<file path="src/rtl/ysyx.svh">
// Default geometry for the ysyx L1 instruction cache.
`ifndef YSYX_SVH
`define YSYX_SVH
`define YSYX_XLEN 32
`define YSYX_L1I_LEN 4
`define YSYX_L1I_LINE_LEN 2
`endif

</file>
<file path="src/rtl/ysyx_pkg.sv">
// Shared types and derived widths for the ysyx L1 instruction cache.
`include "ysyx.svh"

package ysyx_pkg;
    typedef enum logic [1:0] {
        IDLE = 2'd0,
        AR   = 2'd1,
        R    = 2'd2
    } l1i_state_e;

    // Tag is whatever remains above the index, word offset and byte offset.
    function automatic int l1i_tag_w(input int xlen, input int idx_len, input int line_len);
        return xlen - idx_len - line_len - 2;
    endfunction

    localparam int L1I_IDX_W = `YSYX_L1I_LEN;
    localparam int L1I_OFS_W = `YSYX_L1I_LINE_LEN;
    localparam int L1I_TAG_W = l1i_tag_w(`YSYX_XLEN, `YSYX_L1I_LEN, `YSYX_L1I_LINE_LEN);
endpackage

</file>
<file path="src/rtl/ysyx_l1i_array.sv">
// Data and tag storage: asynchronous read for zero-cycle hits, synchronous write.
module ysyx_l1i_array
    import ysyx_pkg::*;
#(
    parameter int IDX_W = L1I_IDX_W,
    parameter int OFS_W = L1I_OFS_W,
    parameter int TAG_W = L1I_TAG_W
) (
    input  logic             clock,
    input  logic             data_we,
    input  logic [IDX_W-1:0] w_idx,
    input  logic [OFS_W-1:0] w_ofs,
    input  logic [31:0]      w_data,
    input  logic             tag_we,
    input  logic [TAG_W-1:0] w_tag,
    input  logic [IDX_W-1:0] r_idx,
    input  logic [OFS_W-1:0] r_ofs,
    output logic [31:0]      r_data,
    output logic [TAG_W-1:0] r_tag
);
    logic [31:0]      data_mem [2**(IDX_W+OFS_W)];
    logic [TAG_W-1:0] tag_mem  [2**IDX_W];

    always_ff @(posedge clock) begin
        if (data_we) data_mem[{w_idx, w_ofs}] <= w_data;
        if (tag_we)  tag_mem[w_idx] <= w_tag;
    end

    assign r_data = data_mem[{r_idx, r_ofs}];
    assign r_tag  = tag_mem[r_idx];
endmodule

</file>
<file path="src/rtl/ysyx_l1i.sv">
// Direct-mapped, blocking L1 instruction cache with whole-line burst refill.
`include "ysyx.svh"

module ysyx_l1i
    import ysyx_pkg::*;
#(
    parameter int XLEN         = `YSYX_XLEN,
    parameter int L1I_LEN      = `YSYX_L1I_LEN,
    parameter int L1I_LINE_LEN = `YSYX_L1I_LINE_LEN
) (
    input  logic            clock,
    input  logic            reset,
    input  logic [XLEN-1:0] ifu_pc,
    input  logic            ifu_invalid,
    output logic [31:0]     ifu_inst,
    output logic            ifu_valid,
    output logic            bus_arvalid,
    output logic [XLEN-1:0] bus_araddr,
    input  logic            bus_rready,
    input  logic [XLEN-1:0] bus_rdata,
    input  logic            bus_rvalid,
    input  logic            bus_rlast
);
    localparam int OFS_W   = L1I_LINE_LEN;
    localparam int IDX_W   = L1I_LEN;
    localparam int TAG_W   = l1i_tag_w(XLEN, L1I_LEN, L1I_LINE_LEN);
    localparam int IDX_LSB = OFS_W + 2;
    localparam int TAG_LSB = OFS_W + 2 + IDX_W;

    l1i_state_e          state_q, state_d;
    logic [2**IDX_W-1:0] valid_q, valid_d;
    logic [OFS_W-1:0]    beat_cnt_q, beat_cnt_d;
    logic                drop_q, drop_d;
    logic                arvalid_q, arvalid_d;
    logic [XLEN-1:0]     araddr_q, araddr_d;

    logic [OFS_W-1:0] pc_ofs;
    logic [IDX_W-1:0] pc_idx, lat_idx;
    logic [TAG_W-1:0] pc_tag, lat_tag, rd_tag;
    logic [31:0]      rd_data;
    logic             hit, data_we, tag_we, pc_unused;

    assign pc_ofs    = ifu_pc[IDX_LSB-1:2];
    assign pc_idx    = ifu_pc[TAG_LSB-1:IDX_LSB];
    assign pc_tag    = ifu_pc[XLEN-1:TAG_LSB];
    assign pc_unused = ^ifu_pc[1:0];
    // The refill always targets the latched line address, whatever pc does meanwhile.
    assign lat_idx   = araddr_q[TAG_LSB-1:IDX_LSB];
    assign lat_tag   = araddr_q[XLEN-1:TAG_LSB];

    ysyx_l1i_array #(
        .IDX_W(IDX_W),
        .OFS_W(OFS_W),
        .TAG_W(TAG_W)
    ) u_array (
        .clock  (clock),
        .data_we(data_we),
        .w_idx  (lat_idx),
        .w_ofs  (beat_cnt_q),
        .w_data (bus_rdata[31:0]),
        .tag_we (tag_we),
        .w_tag  (lat_tag),
        .r_idx  (pc_idx),
        .r_ofs  (pc_ofs),
        .r_data (rd_data),
        .r_tag  (rd_tag)
    );

    assign hit         = (state_q == IDLE) && valid_q[pc_idx] && (rd_tag == pc_tag);
    assign ifu_valid   = hit && !ifu_invalid;
    assign ifu_inst    = rd_data;
    assign bus_arvalid = arvalid_q;
    assign bus_araddr  = araddr_q;

    always_comb begin
        state_d    = state_q;
        valid_d    = valid_q;
        beat_cnt_d = beat_cnt_q;
        drop_d     = drop_q;
        arvalid_d  = arvalid_q;
        araddr_d   = araddr_q;
        data_we    = 1'b0;
        tag_we     = 1'b0;
        case (state_q)
            IDLE: begin
                if (!ifu_invalid && !hit) begin
                    araddr_d  = {pc_tag, pc_idx, {(OFS_W + 2){1'b0}}};
                    arvalid_d = 1'b1;
                    state_d   = AR;
                end
            end
            AR: begin
                if (bus_rready) begin
                    arvalid_d  = 1'b0;
                    beat_cnt_d = '0;
                    state_d    = R;
                end
            end
            R: begin
                if (bus_rvalid) begin
                    data_we    = 1'b1;
                    beat_cnt_d = beat_cnt_q + OFS_W'(1);
                    if (bus_rlast) begin
                        tag_we  = 1'b1;
                        if (!drop_q) valid_d[lat_idx] = 1'b1;
                        drop_d  = 1'b0;
                        state_d = IDLE;
                    end
                end
            end
            default: state_d = IDLE;
        endcase
        // Flush wins over a fill completing on the same edge; an ongoing burst is marked to drop.
        if (ifu_invalid) begin
            valid_d = '0;
            if (state_q != IDLE && state_d != IDLE) drop_d = 1'b1;
        end
    end

    always_ff @(posedge clock or negedge reset) begin
        if (!reset) begin
            state_q    <= IDLE;
            valid_q    <= '0;
            beat_cnt_q <= '0;
            drop_q     <= 1'b0;
            arvalid_q  <= 1'b0;
            araddr_q   <= '0;
        end else begin
            state_q    <= state_d;
            valid_q    <= valid_d;
            beat_cnt_q <= beat_cnt_d;
            drop_q     <= drop_d;
            arvalid_q  <= arvalid_d;
            araddr_q   <= araddr_d;
        end
    end
endmodule

</file>
<file path="config.mk">
export PLATFORM = sky130hd
export DESIGN_NAME = ysyx_l1i
export DESIGN_NICKNAME = d
export VERILOG_FILES = /design/src/rtl/ysyx_pkg.sv /design/src/rtl/ysyx_l1i_array.sv /design/src/rtl/ysyx_l1i.sv
export VERILOG_INCLUDE_DIRS = /design/src /design/src/rtl
export SDC_FILE = /design/constraint.sdc
export NUM_CORES = 2
export LEC_CHECK = 0
export CORE_MARGIN = 2
export CORE_UTILIZATION = 50
export DETAILED_ROUTE_END_ITERATION = 8
export PLACE_DENSITY = 0.72
export SLEW_MARGIN = 5
export SYNTH_ARGS = -nofsm -noshare
export SYNTH_HDL_FRONTEND = slang
export SYNTH_HIERARCHICAL = 1
export SYNTH_SLANG_ARGS = --single-unit
</file>
<file path="constraint.sdc">
create_clock -name clock -period 4.2 [get_ports clock]
set_clock_uncertainty 0.05 [all_clocks]
set_input_delay 0.84 -clock clock [delete_from_list [all_inputs] [get_ports clock]]
set_output_delay 0.84 -clock clock [all_outputs]
set_load 0.05 [all_outputs]
</file>
======== Word-level counts from Yosys, hierarchy flattened ========
Memories as Yosys holds them, arrays and structs flattened.
Index checks and enable logic that the tools add are counted.
word-level totals
  memories ................................ 2
  ROM bits ................................ 0
  word-level logic and storage cells ...... 74
  bits of input ports ..................... 70
  register bits ........................... 50
  memory bits (writable) .................. 2432
  output and inout port bits .............. 66
  latch bits .............................. 0
operators by class
  bitwise logic cells ..................... 1
  equal/unequal tests ..................... 7
  add/sub/neg operators ................... 1
  muxes and demuxes ....................... 34
  multipliers ............................. 0
  shift operators ......................... 0
  div/mod/pow operators ................... 0
  reductions and logical operators ........ 20
  magnitude comparators ................... 3
memories
  memory            depth  width  rd ports  clocked after Yosys merged registers in  write ports  RTL line              source
  u_array.data_mem  64     32     1         0                                        1            ysyx_l1i_array.sv:21  logic [31:0] data_mem [2**(IDX_W+OFS_W)];
  u_array.tag_mem   16     24     1         0                                        1            ysyx_l1i_array.sv:22  logic [TAG_W-1:0] tag_mem [2**IDX_W];
operator list
  operator             count
  $mux 16              5
  $eq 24x24->1         1
  $mux 1               18
  $or 16x16->16        1
  $reduce_bool 2->1    7
  $mux 2               6
  $lt 4x5->1 const B   2
  $logic_and 1x1->1    6
  $ne 2x2->1 const B   3
  $pmux 2 s3           1
  $reduce_and 3->1     2
  $bmux 1 s4           1
  $demux 1 s4          1
  $ge 4x1->1 const B   1
  $pmux 2 s2           1
  $reduce_and 4->1     1
  $add 2x1->2 const B  1
  $eq 2x1->1 const B   1
  $eq 2x2->1 const B   1
  $logic_not 1->1      2
  $logic_not 2->1      1
  $ne 2x1->1 const B   1
  $pmux 1 s2           1
  $reduce_and 2->1     1

======== Longest topological paths before layout ========
  word-level depth ........................ 12
  depth in mapped cells ................... 11
  depth with buffers taken out ............ 7

======== Cells and area by module ========
Netlist, hierarchy kept.
by module, submodules not included
  module          cells each  sequential area each (µm²)  area each (µm²)  times used
  ysyx_l1i_array  3843        73030.0                     92698.9          1
  ysyx_l1i        196         1251.2                      2406.1           1

======== Least setup slack after synthesis ========
Ideal clock, no wire load.
  kind .................................... input to output
  from .................................... input port ifu_pc[5]
  to ...................................... output port ifu_valid
  arrival ................................. 3816 ps
  buffers on the path ..................... 3
  setup slack ............................. -506 ps
  cell stages on the path ................. 10
  data required time ...................... 3310 ps
  cell sequence ........................... buf_2 > buf_2 > buf_1 > mux4_2 > mux4_2 > xor2_1 > or3_1 > nor4_1 > nand3_1 > nor2_1
RTL lines
  item               RTL line        source
  from (decl)        ysyx_l1i.sv:13  input logic [XLEN-1:0] ifu_pc,
  $mem_v2 16x24      n/a
  via rd_tag[8]      ysyx_l1i.sv:39  logic [TAG_W-1:0] pc_tag, lat_tag, rd_tag;
  $eq 24x24->1       ysyx_l1i.sv:69  assign hit = (state_q == IDLE) && valid_q[pc_idx] && (rd_tag == pc_tag);
  $logic_and 1x1->1  ysyx_l1i.sv:69
  $logic_and 1x1->1  ysyx_l1i.sv:70  assign ifu_valid = hit && !ifu_invalid;
  to (decl)          ysyx_l1i.sv:16  output logic ifu_valid,
The timed path passes the listed nets, and every way through them passes these cells. The select of a mux whose other input is x is not followed.

======== Worst setup path in the final report ========
  from .................................... input port ifu_pc[4]
  to ...................................... output port ifu_valid
Same word-level chain as after synthesis.

==> run summary <==
dominant cell type by area after synthesis: edfxtp_1
startpoint types: input port
Antenna Nets Post-Route: 0
Crit path max-delay family: simple AND/OR/NAND/NOR gates
Fillers: 12800
clock slew seen by the registers of the worst setup and hold paths: 0.06 ns
DRC viols: 0
Tot GR Track Use: 0.245
final instance area: 112000 um2
initial antenna violation count: 17
slew margin rel.: 0.129
clk sink count: 2482
Worst Path Max Fanout: 8
register area share after synthesis: 0.781
worst hold margin: 0.141 ns
Final Hold Vio Count: 0
Cells after Synth: 4039
Layout Nets: 4718
power consumption: 54600 uW
largest net degree at the start of global routing: 65
first-pass GRT wire length: 337 mm
CP dominant cell by count: buf_12
die height: 440 um
DP Area: 104000 um2
post-DP HPWL: 134 mm
IO Port Bufs: 129
Crit Path Category: input port to output pin
Yosys reg bits: 2482
site row count: 160
CP required: 3.31 ns
Num CTS Buffers: 231
Tightest Pin Transition: 1.31 ns
synth top area cells: edfxtp_1 (77%), mux4_2 (15%), dfrtp_1 (1.3%), mux2i_1 (1.3%), mux2_2 (0.79%)
synth warn: 6
storage element area: 74300 um2
P&R area growth vs syn: 17.8%
CP max-delay cell: mux4_2
Pleak: 0.0357 uW
die width: 440 um
Post-synth top flop: edfxtp_1
status: finished, violations left
Final min period: 4.50 ns
Synth top area share: 0.768
EDFF count, synth: 2432
H-tree Lvls: 4
CP Depth: 11
leading cell type in the layout, fill and taps excluded: edfxtp_1
worst path cell trace: buf_12, buf_16, buf_12, mux4_2, mux4_2, xor2_2, or3_4, nor4_4, nand3_2, nor2_4, buf_12
Skew-Pair Late Insertion Delay: 0.89 ns
Routed WL per cell: 32.2 um
Final Setup Violations: 2
f_max: 222 MHz
Post-Syn Area: 95100 um2
Worst Setup Slack, final: -0.300 ns
async set-reset flop share out of synthesis: 0.0201
Reg2Reg Depth: 10
Power Dens Cells: 487 nW/um2
Routed WL: 237 mm
DRT iter0 DRCs: 6082
max-cap check violation count: 0
maximum root-to-sink buffer count: 3
share of layout cells above drive strength 1: 0.352
First-pass DRT Iterations: 6
Critical Path Max Stage Delay: 0.50 ns
fin crit share: 1.07
syn avg cell area: 23.5 um2
Ports: 136
multi-input logic area: 20300 um2
Max Slew Vio Count: 0
most frequent cells in the layout: edfxtp_1 (2432), mux4_2 (632), buf_4 (336)
CTS tree: yes
hold path depth: 1
Distinct cells, synth: 44
failing checks: negative setup slack
RSZ-0062 raised after global routing: true
total vias in the final route: 46400
hold crit path type: input port to flip-flop
Starting Density: 0.502
CORE AREA: 190000 um2
die area: 194000 um2
Buf/Inv on CP: 4
Setup crit end kind: output pin
Peak VDD IR: 0.457 mV
Routability Congestion: 0.811
worst path arrival time: 3.61 ns
CTS root buffer: clkbuf_16
vias per cell: 6.30
GRT overflow: 0
vias in the first global route: 47100
worst reg2reg max path, cell delays in order (launching register included):
cell	delay [ns]
edfxtp_1	0.37
mux4_2	0.47
mux4_2	0.51
xor2_2	0.19
or3_4	0.36
nor4_4	0.32
buf_4	0.16
buf_4	0.10
a31oi_4	0.11
buf_4	0.22
or2_2	0.30
path summary, 6_finish.rpt:
kind	start	endpoint	slack [ns]
hold / removal	bus_rdata[15]	u_array/data_mem[49][15]	0.14
setup reg to reg	u_array/tag_mem[15][8]	state_q[0]	0.92
min in group asynchronous	reset	bus_araddr[28]	0.48
hold reg to reg	valid_q[6]	valid_q[6]	0.44
max in group asynchronous	reset	valid_q[9]	2.71
setup / recovery	ifu_pc[4]	ifu_valid	-0.30
per-stage QoR:
step | TNS (ns) | cells | worst slack, ns | utilization
finish | -0.300 | 7364 | -0.300 | 0.591
global route | -0.426 | 7355 | -0.401 | 0.591
CTS | -0.337 | 7344 | -0.337 | 0.589
detailed placement | -7.18 | 6909 | -0.505 | 0.547
global placement | -6.71 | 6909 | -0.533 | 0.547
floorplan | 0 | 4042 | 0.00865 | -
kinds of logic after synthesis:
kind of cell	count (synthesis)	synth area share
buffers and inverters	225	0.0145
other	1	0.0000394
AO/OA/AOI/OAI	254	0.0191
AND/OR/NAND/NOR	230	0.0117
multiplexers	823	0.171
flip-flops	2482	0.781
XOR/XNOR	24	0.00221
synthesized netlist by cell type (all sizes together) (2+ instances only):
cell type and number:
and2 5, and4b 2, and3 14, or3b 3, nand3b 5, clkbuf 56
a211oi 11, mux2 68, nand3 9, nor3 26, o21ai 2, xnor2 23
o22ai 26, edfxtp 2432, nor2 102, nand2b 11, a22oi 87, or2 3
nor2b 14, a311oi 24, mux2i 119, a31oi 5, nor3b 3, dfrtp 50
buf 168, o221ai 21, a21oi 55, nand4 8, a22o 22, mux4 636
nand2 19, or3 5
layout make-up:
cell class | count | share of cell area
flip-flops and latches | 2482 | 0.663
clock inverters | 137 | 0.0134
multi-input cells | 1335 | 0.181
inverters | 1 | 0.0000335
repair buffers | 597 | 0.0597
diodes | 10 | 0.000223
well taps | 2511 | 0.0280
clock buffers | 291 | 0.0544
sequential cells by signal, indices dropped and copies added, names as in the netlist:
signal,flops
u_array/tag_mem,384
state_q,2
drop_q,1
bus_arvalid,1
beat_cnt_q,2
bus_araddr,28
valid_q,16
u_array/data_mem,2048
routing by layer:
metal / global-route usage / share of wire / vias to the layer above
li1: - / - / 18600
met1: 0.330 / 0.38 / 24800
met2: 0.402 / 0.50 / 2487
met3: 0.0477 / 0.089 / 420
met4: 0.0899 / 0.035 / 6
met5: 0 / 0.00013 / -
power by group:
| group | internal (uW) | leakage (uW) | switching (uW) | total [uW] |
|---|---|---|---|---|
| registers | 28100 | 0.0225 | 710 | 28800 |
| clock network | 11700 | 0.00369 | 9030 | 20800 |
| logic | 1940 | 0.00958 | 3050 | 4990 |
| total | 41800 | 0.0357 | 12800 | 54600 |
timing repair:
action / in CTS / in global routing
pin swaps: 5 / 5
setup buffers: 2 / 6
cloned: 4 / 4
endpoints found under the setup margin: 33 / 24
gates resized for setup: 41 / 34
hold buffers: 1 / 0
hold endpoints to repair: 19 / 0
Note: power is estimated with default switching activity, not from simulation.
